**src/rtl/fc_ctrl_pkg.sv**
```systemverilog
// Shared types and constants for the fc training controller.
package fc_ctrl_pkg;

    typedef enum logic [2:0] {
        IDLE      = 3'd0,
        FWD_ISSUE = 3'd1,
        FWD_WAIT  = 3'd2,
        BK_ISSUE  = 3'd3,
        BK_WAIT   = 3'd4,
        DONE      = 3'd5
    } state_t;

    // Fibonacci LFSR x^8+x^6+x^5+x^4+1: feedback taps on bits 7,5,4,3.
    localparam logic [7:0] LFSR_SEED = 8'hA5;
    localparam logic [7:0] LFSR_TAPS = 8'hB8;

endpackage

```
**src/rtl/fc_train_ctrl_lfsr8.sv**
```systemverilog
// 8-bit Fibonacci LFSR that advances on every clock.
module lfsr8
    import fc_ctrl_pkg::*;
(
    input  logic       clk_in,
    input  logic       rst_in,
    output logic [7:0] rnd_out
);

    // Shift left, feeding the XOR of the tapped bits into bit 0.
    always_ff @(posedge clk_in or posedge rst_in) begin
        if (rst_in) begin
            rnd_out <= LFSR_SEED;
        end else begin
            rnd_out <= {rnd_out[6:0], ^(rnd_out & LFSR_TAPS)};
        end
    end

endmodule

```
**src/rtl/fc_train_ctrl.sv**
```systemverilog
// Sequences one forward (and optionally backward) pass of the fc datapath per sample.
//
// state     | meaning
// ----------+-----------------------------------------------------------
// IDLE      | ready for a sample; accept latches x, y, train_en
// FWD_ISSUE | launch forward propagation, clear wait counter
// FWD_WAIT  | wait for fd_prop_done, capture result/error; timeout -> IDLE
// BK_ISSUE  | launch backward propagation, clear wait counter
// BK_WAIT   | wait for bk_prop_done, toggle oscillator; timeout -> IDLE
// DONE      | pulse result_valid, bump sample_count
module fc_train_ctrl
    import fc_ctrl_pkg::*;
#(
    parameter int N       = 27,
    parameter int TIMEOUT = 64,
    parameter int CNT_W   = 16
) (
    input  logic                     clk_in,
    input  logic                     rst_in,
    input  logic                     sample_valid,
    output logic                     sample_ready,
    input  logic [N-1:0]             sample_x,
    input  logic [N-1:0]             sample_y,
    input  logic                     train_en,
    output logic                     fd_prop,
    input  logic                     fd_prop_done,
    output logic                     bk_prop,
    input  logic                     bk_prop_done,
    output logic [N-1:0]             fin,
    output logic [N-1:0]             bin,
    input  logic [N-1:0]             fout,
    output logic                     oscillator,
    output logic [7:0]               rnd_out,
    output logic                     result_valid,
    output logic [N-1:0]             result_out,
    output logic [$clog2(N+1)-1:0]   err_count,
    output logic [CNT_W-1:0]         sample_count,
    output logic                     timeout_err
);

    localparam int EW = $clog2(N+1);
    localparam int TW = (TIMEOUT > 1) ? $clog2(TIMEOUT) : 1;
    localparam logic [TW-1:0] WAIT_LAST = TW'(TIMEOUT - 1);

    function automatic logic [EW-1:0] popcnt(input logic [N-1:0] v);
        logic [EW-1:0] c;
        c = '0;
        for (int i = 0; i < N; i++) begin
            c = c + EW'(v[i]);
        end
        return c;
    endfunction

    state_t          state, state_nxt;
    logic [N-1:0]    y_q;
    logic            train_q;
    logic [TW-1:0]   wait_cnt;
    logic            accept, fwd_hit, bk_hit, expired;

    assign sample_ready = (state == IDLE);

    // Next-state decode; a done in the timeout cycle takes priority over the timeout.
    always_comb begin
        state_nxt = state;
        accept    = 1'b0;
        fwd_hit   = 1'b0;
        bk_hit    = 1'b0;
        expired   = 1'b0;
        case (state)
            IDLE: begin
                if (sample_valid) begin
                    accept    = 1'b1;
                    state_nxt = FWD_ISSUE;
                end
            end
            FWD_ISSUE: state_nxt = FWD_WAIT;
            FWD_WAIT: begin
                if (fd_prop_done) begin
                    fwd_hit   = 1'b1;
                    state_nxt = train_q ? BK_ISSUE : DONE;
                end else if (wait_cnt == WAIT_LAST) begin
                    expired   = 1'b1;
                    state_nxt = IDLE;
                end
            end
            BK_ISSUE: state_nxt = BK_WAIT;
            BK_WAIT: begin
                if (bk_prop_done) begin
                    bk_hit    = 1'b1;
                    state_nxt = DONE;
                end else if (wait_cnt == WAIT_LAST) begin
                    expired   = 1'b1;
                    state_nxt = IDLE;
                end
            end
            DONE:    state_nxt = IDLE;
            default: state_nxt = IDLE;
        endcase
    end

    // State register.
    always_ff @(posedge clk_in or posedge rst_in) begin
        if (rst_in) begin
            state <= IDLE;
        end else begin
            state <= state_nxt;
        end
    end

    // Registered pulses, sample latches, wait counter and result capture.
    always_ff @(posedge clk_in or posedge rst_in) begin
        if (rst_in) begin
            fd_prop      <= 1'b0;
            bk_prop      <= 1'b0;
            result_valid <= 1'b0;
            oscillator   <= 1'b0;
            timeout_err  <= 1'b0;
            fin          <= '0;
            bin          <= '0;
            y_q          <= '0;
            train_q      <= 1'b0;
            result_out   <= '0;
            err_count    <= '0;
            sample_count <= '0;
            wait_cnt     <= '0;
        end else begin
            fd_prop      <= (state == FWD_ISSUE);
            bk_prop      <= (state == BK_ISSUE);
            result_valid <= (state == DONE);
            if (accept) begin
                fin     <= sample_x;
                y_q     <= sample_y;
                train_q <= train_en;
            end
            if (state == FWD_ISSUE || state == BK_ISSUE) begin
                wait_cnt <= '0;
            end else if (state == FWD_WAIT || state == BK_WAIT) begin
                wait_cnt <= wait_cnt + TW'(1);
            end
            if (fwd_hit) begin
                result_out <= fout;
                bin        <= fout ^ y_q;
                err_count  <= popcnt(fout ^ y_q);
            end
            if (bk_hit) begin
                oscillator <= ~oscillator;
            end
            if (expired) begin
                timeout_err <= 1'b1;
            end
            if (state == DONE) begin
                sample_count <= sample_count + CNT_W'(1);
            end
        end
    end

    lfsr8 u_lfsr8 (
        .clk_in  (clk_in),
        .rst_in  (rst_in),
        .rnd_out (rnd_out)
    );

endmodule

```
**config.mk**
```make
export PLATFORM = sky130hd
export DESIGN_NAME = fc_train_ctrl
export DESIGN_NICKNAME = d
export VERILOG_FILES = /design/src/rtl/fc_ctrl_pkg.sv /design/src/rtl/fc_train_ctrl_lfsr8.sv /design/src/rtl/fc_train_ctrl.sv
export SDC_FILE = /design/constraint.sdc
export NUM_CORES = 1
export LEC_CHECK = 0
export CORE_MARGIN = 1
export CORE_UTILIZATION = 40
export DETAILED_ROUTE_END_ITERATION = 10
export GPL_TIMING_DRIVEN = 0
export PLACE_DENSITY = 0.7
export SYNTH_ARGS = -nofsm -noshare
export SYNTH_HDL_FRONTEND = slang
export SYNTH_SLANG_ARGS = --single-unit
```
**constraint.sdc**
```tcl
create_clock -name clk_in -period 5.82 [get_ports clk_in]
set_clock_uncertainty 0.2 [all_clocks]
set_input_delay 0.873 -clock clk_in [delete_from_list [all_inputs] [get_ports clk_in]]
set_output_delay 0.873 -clock clk_in [all_outputs]
set_load 0.05 [all_outputs]
```
# Yosys cells after proc, flatten, opt, wreduce, memory -nomap -nowiden
# Index checks and enable logic that the tools add are counted.
[classes]
add_sub_neg = 28
eq_ne = 7
n_mux = 18
bitwise = 2
n_reduce_logical = 5
[ops]
columns = ["op", "n"]
rows = [
  ["$add 5x1->5", 22],
  ["$xor 27x27->27", 1],
  ["$add 16x1->16 const B", 1],
  ["$mux 3", 5],
  ["$pmux 3 s5", 1],
  ["$mux 6", 2],
  ["$mux 1", 9],
  ["$reduce_xor 8->1", 1],
  ["$add 6x1->6 const B", 1],
  ["$eq 3x2->1 const B", 2],
  ["$eq 3x3->1 const B", 2],
  ["$eq 6x6->1 const B", 1],
  ["$add 4x1->5", 1],
  ["$add 3x1->4", 1],
  ["$add 2x1->3", 1],
  ["$eq 3x1->1 const B", 1],
  ["$logic_not 3->1", 1],
  ["$add 1x1->2", 1],
  ["$logic_or 1x1->1", 2],
  ["$ne 2x2->1 const B", 1],
  ["$pmux 1 s2", 1],
  ["$reduce_bool 2->1", 1],
  ["$not 1->1", 1],
]
[word_totals]
reg_bits = 152
in_bits = 87
wordCells = 75

# Logic depth before layout (Yosys ltp)
[depth]
depth_word = 27
depth_mapped = 16
ltp_nobuf = 16

# Hierarchy
# From an unflattened synthesis, not the netlist that was laid out.
[unflattened]
cells_unflattened = 574
area_unflattened_um2 = 6750.2
[by_module_without_submodules]
columns = ["mod", "n_inst", "cells_each", "area_per_inst_um2"]
rows = [
  ["fc_train_ctrl", 1, 562, 6515.0],
  ["lfsr8", 1, 12, 235.2],
]

# Least setup slack after synthesis
# OpenSTA, ideal clock, no wires.
[synth_path]
path_type = "input-to-reg"
startpoint = "in fout[3]"
endpoint = "reg err_count[4]"
arrival_time_ns = 5.407
path_slack_ns = 0.091
path_stages = 16
path_cell_list = "xnor2_1 > fa_1 > inv_1 > fa_1 > fa_1 > fa_1 > inv_1 > fa_1 > fa_1 > fa_1 > inv_1 > fa_1 > a21o_1 > a21oi_1 > xor2_1 > o21ai_1"
[synth_via]
elab_chain_len = 25
[synth_lines]
columns = ["element", "line", "source"]
rows = [
  ["start, declared", "fc_train_ctrl.sv:31", "input logic [N-1:0] fout,"],
  ["$xor 27x27->27", "fc_train_ctrl.sv:143", "err_count <= popcnt(fout ^ y_q);"],
  ["$add 3x1->4", "fc_train_ctrl.sv:49", "c = c + EW'(v[i]);"],
  ["$add 4x1->5", "fc_train_ctrl.sv:49", ""],
  ["$add 5x1->5 (22 in a row)", "fc_train_ctrl.sv:49", ""],
  ["end signal, assigned", "fc_train_ctrl.sv:143", ""],
  ["end, declared", "fc_train_ctrl.sv:36", "output logic [$clog2(N+1)-1:0] err_count,"],
]
# No other way between the ends.
# A chain may end at the register's enable or synchronous reset.

# Worst setup path after layout
[layout_path]
startpoint = "in fout[5]"
endpoint = "reg err_count[4]"
[layout_via]
elab_chain_len = 23
[layout_lines]
columns = ["element", "line"]
rows = [
  ["$xor 27x27->27", "fc_train_ctrl.sv:143"],
  ["$add 5x1->5 (22 in a row)", "fc_train_ctrl.sv:49"],
]
# No other way between the ends.

==> out/metrics.cfg <==
[status]
status = complete, no violations

[route]
first_pass_iters = 4
num_vias = 4979
drt_iter0_drc = 210
wl_met3_um = 1130
m1WireLength_um = 6900
wl_per_cell_um = 15.9
wl_um = 16500
antenna_left = 0
vias_per_cell = 4.79
drc_errors = 0
highest_layer = met5
wl_met2_um = 8280

[hold_path]
hold_class = reg2reg

[grt]
grt_util_all_layers = 0.199
grt_pass1_wl_um = 27100
grt_pass1_vias = 5486
grt_overflow = 0
grt_antenna_before_repair = 2
grt_max_degree = 90

[sta]
hold_slack_ns = 0.188
relSlewSlack = 0.606
slew_violations = 0
timing.fmax_mhz = 176
fin_crit_ns = 5.68
tightest_slew_ns = 0.591
min_period_over_period = 0.976
final_hold_viol_count = 0
finalSetupViolations = 0

[synthesis]
synthArstFlopShare = 1.00
netlist_area_um2 = 6790
ys_seq_elements = 152
synth_top_flop_cell = dfrtp_1
yosysUniqueCellTypes = 44
syn_area_per_cell_um2 = 11.7
ys_seq_area_frac = 0.561
synth_edf_count = 0
synth_nets = 695
yosysWarnings = 0
synth_cells = 579

[cells_and_area]
drive_gt1_frac = 0.175
nets = 922
final_common_cell = clkdlybuf4s50_1
fill_cells = 1332
final_cell_mix = clkdlybuf4s50_1, dfrtp_1, nand2_1
syn_to_final_growth_pct = 45.9

[die]
dieArea_um2 = 17500
rows = 47
core_um2 = 16600
die_x_um = 132
dieHeight_um = 132
start_util = 0.409
num_io_pins = 203

[placed_design]
port_buffers = 202
place_hpwl_um = 12200
gp_congestion = 0.798

[cts]
numCtsBuffers = 17
clk_latency_ns = 0.42
holdBufCountCts = 0
cts_buffer_depth = 2
cts_tree = built
cts.sinks = 152
clock_tree.root_cell = clkbuf_16
ctsHtreeMaxLevel = 4
clk_pin_slew_ns = 0.06

[critical_path]
cp_max_fo = 2
worstSetupStartpointType = primary input
endpoint_kind = flop
path_class = in2reg
arrival_ns = 5.78
required_ns = 5.92

[job]
maxCapViolations = 0

synthesized netlist by cell type (6+ instances only):
cell type / number / area (um^2)
buf_2: 11 / 55.1
o21ai_1: 13 / 65.1
fa_1: 19 / 380
clkbuf_1: 6 / 22.5
nand3_1: 11 / 55.1
inv_1: 24 / 90.1
dfrtp_1: 148 / 3700
mux2_2: 56 / 631
o21ai_2: 10 / 87.6
o21ai_0: 10 / 50.1
xnor2_1: 37 / 324
xor2_1: 12 / 105
nor2_1: 8 / 30.0
ha_1: 10 / 125
nand2_1: 144 / 541
worst max-delay path, cell delays in order:
cell and delay [ns]:
dlygate4sd2_1 0.27, xnor2_2 0.17, fa_1 0.54, inv_1 0.06, fa_1 0.52, fa_1 0.51
fa_1 0.50, inv_1 0.07, fa_1 0.50, fa_1 0.54, fa_2 0.22, inv_1 0.07
fa_2 0.37, a21o_1 0.20, a21oi_2 0.15, xor2_1 0.15, o21ai_1 0.07
sequential cells by signal, summed over array words and instances (netlist names):
register,cells
fin,27
wait_cnt,6
sample_count,16
bk_prop,1
timeout_err,1
u_lfsr8.rnd_out,8
result_valid,1
train_q,1
fd_prop,1
bin,27
y_q,27
state,3
err_count,5
oscillator,1
result_out,27
per-stage QoR:
step | instance area (um^2) | cells | util | setup TNS, ns | setup WS (ns)
CTS | 9880 | 1037 | 0.596 | 0 | 0.0546
floorplan | 6790 | 579 | - | 0 | 0.0912
global route | 9900 | 1039 | 0.597 | -0.0148 | -0.0148
finish | 9900 | 1040 | 0.597 | 0 | 0.140
detailed placement | 9120 | 1002 | 0.550 | -1.83 | -0.681
global placement | 9080 | 1001 | 0.548 | -190.35 | -1.29
repair_timing:
action / in CTS / in global routing
setup buffers: 3 / 2
gates resized for setup: 27 / 0
setup endpoints to repair: 2 / 1
pin swaps: 8 / 8
kinds of logic after synthesis:
| family | count (synthesis) | share of synthesized area |
|---|---|---|
| buf+inv | 48 | 0.0341 |
| simple gates | 189 | 0.118 |
| compound gates | 52 | 0.0503 |
| fa+ha+maj | 29 | 0.0745 |
| xor+xnor | 49 | 0.0632 |
| flops | 152 | 0.561 |
| mux | 60 | 0.0988 |
layout make-up:
class	instances	area, um^2	share of cell area
clock inverters	13	216	0.0219
well taps	220	275	0.0278
flip-flops and latches	152	3810	0.385
plain buffers	24	141	0.0143
clock buffers	19	443	0.0447
multi-input cells	379	2850	0.288
diodes	1	2.50	0.000253
inverters	24	95.1	0.00960
repair buffers	208	2070	0.209
worst paths after layout:
kind / from / end / slack, ns / cells past startpoint
min reg2reg: u_lfsr8.rnd_out[6] / u_lfsr8.rnd_out[7] / 0.19 / 0
max: fout[5] / err_count[4] / 0.14 / 17
min: u_lfsr8.rnd_out[6] / u_lfsr8.rnd_out[7] / 0.19 / 0
min in group asynchronous: rst_in / fin[22] / 0.74 / 2
max reg2reg: y_q[21] / err_count[4] / 0.45 / 16
max in group asynchronous: rst_in / y_q[6] / 3.85 / 3
metal layers:
layer / GRT usage / vias to the layer above
met5: 0 / -
met4: 0.0626 / 2
met3: 0.0577 / 22
met2: 0.342 / 163
met1: 0.240 / 2431
li1: - / 2361
Power is left out: the tool's default activity adds up to more than one toggle a clock period on the data nets, which glitch-free logic cannot reach.
